<file path="src/rtl/uart_pkg.sv">
// Shared constants and width helpers for the UART datapath.
package uart_pkg;

    localparam int DATA_WIDTH_DEF = 8;

    function automatic int aw_of(input int depth);
        return $clog2(depth);
    endfunction

endpackage

</file>
<file path="src/rtl/uart_fifo_ram.sv">
// Simple dual-port register array: one write port, one async read port.
module uart_fifo_ram
    import uart_pkg::*;
#(
    parameter int DW = DATA_WIDTH_DEF,
    parameter int AW = 4
) (
    input  logic          clk,
    input  logic          i_we,
    input  logic [AW-1:0] i_waddr,
    input  logic [DW-1:0] i_wdata,
    input  logic [AW-1:0] i_raddr,
    output logic [DW-1:0] o_rdata
);

    logic [DW-1:0] r_mem [2**AW];

    // Contents are intentionally not reset; validity lives in the pointers.
    always_ff @(posedge clk) begin
        if (i_we) begin
            r_mem[i_waddr] <= i_wdata;
        end
    end

    assign o_rdata = r_mem[i_raddr];

endmodule

</file>
<file path="src/rtl/uart_tx_fifo.sv">
// First-word-fall-through byte buffer feeding the UART transmitter.
module uart_tx_fifo
    import uart_pkg::*;
#(
    parameter int DATA_WIDTH = DATA_WIDTH_DEF,
    parameter int DEPTH      = 16,
    parameter int AFULL_LVL  = 12,
    localparam int AW        = aw_of(DEPTH)
) (
    input  logic                  clk,
    input  logic                  rst,
    input  logic                  flush,
    input  logic                  wr_en,
    input  logic [DATA_WIDTH-1:0] wr_data,
    output logic                  full,
    output logic                  almost_full,
    output logic [AW:0]           count,
    output logic                  ovf,
    input  logic                  rfd,
    output logic [DATA_WIDTH-1:0] din,
    output logic                  din_vld
);

    localparam logic [AW:0] C_DEPTH = (AW+1)'(DEPTH);
    localparam logic [AW:0] C_AFULL = (AW+1)'(AFULL_LVL);

    logic [AW-1:0] r_wp;
    logic [AW-1:0] r_rp;
    logic [AW:0]   r_count;
    logic          r_ovf;

    logic w_full;
    logic w_empty;
    logic w_push;
    logic w_pop;
    logic w_we;

    // Flags decode from the registered count, so a full FIFO blocks
    // a push even when a pop frees a slot in the same cycle.
    assign w_full  = (r_count == C_DEPTH);
    assign w_empty = (r_count == '0);
    assign w_push  = wr_en & ~w_full;
    assign w_pop   = ~w_empty & rfd;
    assign w_we    = w_push & rst & ~flush;

    always_ff @(posedge clk) begin
        if (!rst) begin
            r_wp    <= '0;
            r_rp    <= '0;
            r_count <= '0;
            r_ovf   <= 1'b0;
        end else if (flush) begin
            r_wp    <= '0;
            r_rp    <= '0;
            r_count <= '0;
            r_ovf   <= 1'b0;
        end else begin
            if (w_push) begin
                r_wp <= r_wp + 1'b1;
            end
            if (w_pop) begin
                r_rp <= r_rp + 1'b1;
            end
            unique case ({w_push, w_pop})
                2'b10:   r_count <= r_count + 1'b1;
                2'b01:   r_count <= r_count - 1'b1;
                default: r_count <= r_count;
            endcase
            if (wr_en & w_full) begin
                r_ovf <= 1'b1;
            end
        end
    end

    uart_fifo_ram #(
        .DW (DATA_WIDTH),
        .AW (AW)
    ) u_ram (
        .clk     (clk),
        .i_we    (w_we),
        .i_waddr (r_wp),
        .i_wdata (wr_data),
        .i_raddr (r_rp),
        .o_rdata (din)
    );

    assign full        = w_full;
    assign almost_full = (r_count >= C_AFULL);
    assign count       = r_count;
    assign ovf         = r_ovf;
    assign din_vld     = ~w_empty;

endmodule

</file>
<file path="config.mk">
export PLATFORM = sky130hd
export DESIGN_NAME = uart_tx_fifo
export DESIGN_NICKNAME = d
export VERILOG_FILES = /design/src/rtl/uart_pkg.sv /design/src/rtl/uart_fifo_ram.sv /design/src/rtl/uart_tx_fifo.sv
export SDC_FILE = /design/constraint.sdc
export NUM_CORES = 1
export LEC_CHECK = 0
export CORE_MARGIN = 4
export CORE_UTILIZATION = 30
export CTS_CLUSTER_DIAMETER = 80
export CTS_CLUSTER_SIZE = 14
export DETAILED_ROUTE_END_ITERATION = 10
export PLACE_DENSITY = 0.52
export SYNTH_ARGS = -nofsm -noshare
export SYNTH_HDL_FRONTEND = slang
export SYNTH_SLANG_ARGS = --single-unit
</file>
<file path="constraint.sdc">
create_clock -name clk -period 2.4 [get_ports clk]
set_input_delay 0.48 -clock clk [delete_from_list [all_inputs] [get_ports clk]]
set_output_delay 0.48 -clock clk [all_outputs]
set_load 0.05 [all_outputs]
</file>
==> results.md <==
- Port Buffers: 29
- Final Hold Viols: 0
- Most area-hungry cell type in the Yosys netlist: edfxtp_1
- Leakage: 2.46 nW
- Post-synth top flop: edfxtp_1
- Clk sinks: 146
- Final nets: 424
- FILL cells: 1744
- Critical Path Max Stage Delay: 0.50 ns
- CTS tree: yes
- Fin. max-slew vios: 0
- Crit Path Category: reg2out
- Post-DRT Antenna Nets: 0
- Iter 0 DRT Violations: 210
- Outcome: complete, but fails checks
- Post-DR wirelength/cell: 19.2 um
- Clock slew seen by the registers of the worst setup and hold paths: 0.06 ns
- Synth Instances: 332
- Metal3 WL: 654 um
- Via count: 3157
- Largest net degree at the start of global routing: 33
- Setup crit end kind: output port
- CTS Buf Count: 17
- R2r setup slk: 0.05 ns
- Syn Area/Cell: 17.7 um^2
- Minimum clock period: 2.51 ns
- Placer congestion estimate: 0.828
- Latest clock arrival within the worst-skew pair: 0.42 ns
- Hold Slack: 0.478 ns
- Most common cell type on the critical path: buf_6
- Area growth from synthesis to layout: 27.7%
- EDFF count, synth: 128
- CP max FO: 5
- Fmax: 399 MHz
- Post-synthesis async set-or-reset flop share: 0
- Clk buf depth: 2
- DP Worst Slack: -0.144 ns
- Root Buffer: clkbuf_16
- Final Power: 0.00554 W
- First-pass GRT wire length: 20500 um
- Final Worst Setup Slack: -0.109 ns
- P per Cell Area: 740 nW/um^2
- Core region area: 19000 um^2
- DRC: 0
- Final cell count without fillers: 676
- Synth Net Count: 353
- Mapped Area: 5860 um^2
- Worst endpoint required time: 1.92 ns
- WL met2: 6470 um
- DIE AREA: 21800 um^2
- H-tree depth: 4
- Period Utilization, post-route: 1.05
- Synth unique cells: 40
- Hold crit path type: reg2reg
- Violated checks: setup timing
- Worst slew pin tran: 0.611 ns
- WP data arrival: 2.03 ns
- Total gr overflow: 0
- Slowest cell on the critical path: mux4_2
- Setup crit start kind: flop
- Initial Utilization: 0.309
- RSZ-0062 raised after global routing: true
- Sequential area share after synthesis: 0.717
- DRT Pass-1 Iters: 4
- Final wirelength: 13000 um
- Max Cap Violations: 0
- Fin Clk Skew: 0.00635 ns
- Finish-stage setup viols: 8
- # rows: 50
- VDD IR max: 423 uV
- Register bit count reported by yosys: 146
- Max layer used: met4
- Drt via density: 4.67
- Top post-synthesis cells by count: 128 x edfxtp_1, 34 x nor2_1, 32 x mux4_2
- Critical path, cell by cell: buf_6 -> buf_16 -> mux4_2 -> a22oi_2 -> nand2_1 -> buf_6
- Main area contributors after synthesis: edfxtp_1 66%, mux4_2 12%, dfxtp_1 6.1%, nor2_1 2.2%, a22oi_1 2.0%
- Share of Yosys cell area claimed by the top area cell type: 0.655
- GRT Overall Usage: 0.129
- Ratio of cells with drive above 1 in the final layout: 0.349
- Worst slew margin: 0.592
- Die height: 148 um
- Die Span X: 148 um
- N_diodes: 0
- Ports: 30
- HPWL Detailed: 8220 um
- Initial antenna violation count: 0
- Met1 WL: 5750 um
- Dpl cells: 639
- Vias in the first global route: 3327
- Most frequent cell after synthesis: edfxtp_1
- Ys Warns: 0
sequential cells by signal, indices dropped and copies added (netlist names), named ones only:
name	cells
count	5
r_rp	4
ovf	1
u_ram.r_mem	128
r_wp	4
cell usage in the layout (no fill, tap or decap), types with 10 or more instances in the layout:
master and instances:
clkdlybuf4s50_1 18, dfxtp_1 14, edfxtp_1 128, a22oi_2 13
mux4_2 32, buf_6 10, nand2_1 19, buf_4 34
nor2_1 32, clkbuf_16 17
worst max-delay path, delay by kind of cell (launching register included):
family                 cells  cell delay (ns)
muxes                      1             0.50
buffers and inverters      3             0.44
DFF                        1             0.40
AOI/OAI and AO/OA          1             0.17
and+or+nand+nor            1             0.09
repair_timing:
action | CTS | global route
hold buffers | 0 | 0
gates cloned | 3 | 0
endpoints found under the setup margin | 9 | 11
pin swaps | 12 | 11
buffers inserted | 1 | 2
resized for setup | 26 | 13
per-layer routing:
metal | vias to the layer above | global-route usage
met3 | 11 | 0.0405
met2 | 79 | 0.206
met4 | 0 | 0.0430
li1 | 1456 | -
met1 | 1611 | 0.167
met5 | - | 0
final timing paths:
check                           startpoint  endpoint  cells after the start
worst max-delay path                  flop    din[7]                      6
worst min-delay path                   ovf       ovf                      2
worst max register to register    count[2]  count[2]                     10
worst min register to register         ovf       ovf                      2
layout make-up:
type | count | area [um^2] | share of cell area
multi-input cells | 162 | 1680 | 0.225
flip-flops and latches | 146 | 4220 | 0.563
inverters | 8 | 30.0 | 0.00401
clock inverters | 14 | 121 | 0.0162
repair buffers | 68 | 683 | 0.0912
clock buffers | 18 | 429 | 0.0573
well taps | 260 | 325 | 0.0434
logic make-up after synthesis:
| logic type | after synthesis | synth area share |
|---|---|---|
| DFF | 146 | 0.717 |
| and+or+nand+nor | 76 | 0.0608 |
| muxes | 36 | 0.130 |
| AOI/OAI and AO/OA | 35 | 0.0469 |
| buffers and inverters | 24 | 0.0181 |
| adders and majority gates | 8 | 0.0171 |
| xor gates and xnor gates | 7 | 0.0105 |
report_power, final:
part	switching (W)	internal (W)
registers	0.00000871	0.00277
logic	0.000167	0.000129
clock network	0.000969	0.00150
total	0.00114	0.00440
stage by stage:
| step | instance area, um^2 | setup TNS (ns) | utilization |
|---|---|---|---|
| 2_1_floorplan | 5900 | -0.546 | - |
| 3_3_place_gp | 6700 | -0.137 | 0.353 |
| 3_5_place_dp | 6700 | -0.253 | 0.353 |
| 4_1_cts | 7440 | -1.23 | 0.393 |
| 5_1_grt | 7490 | -1.59 | 0.395 |
| 6_report | 7490 | -0.706 | 0.395 |
No activity file was read; power rests on OpenSTA's default activity.
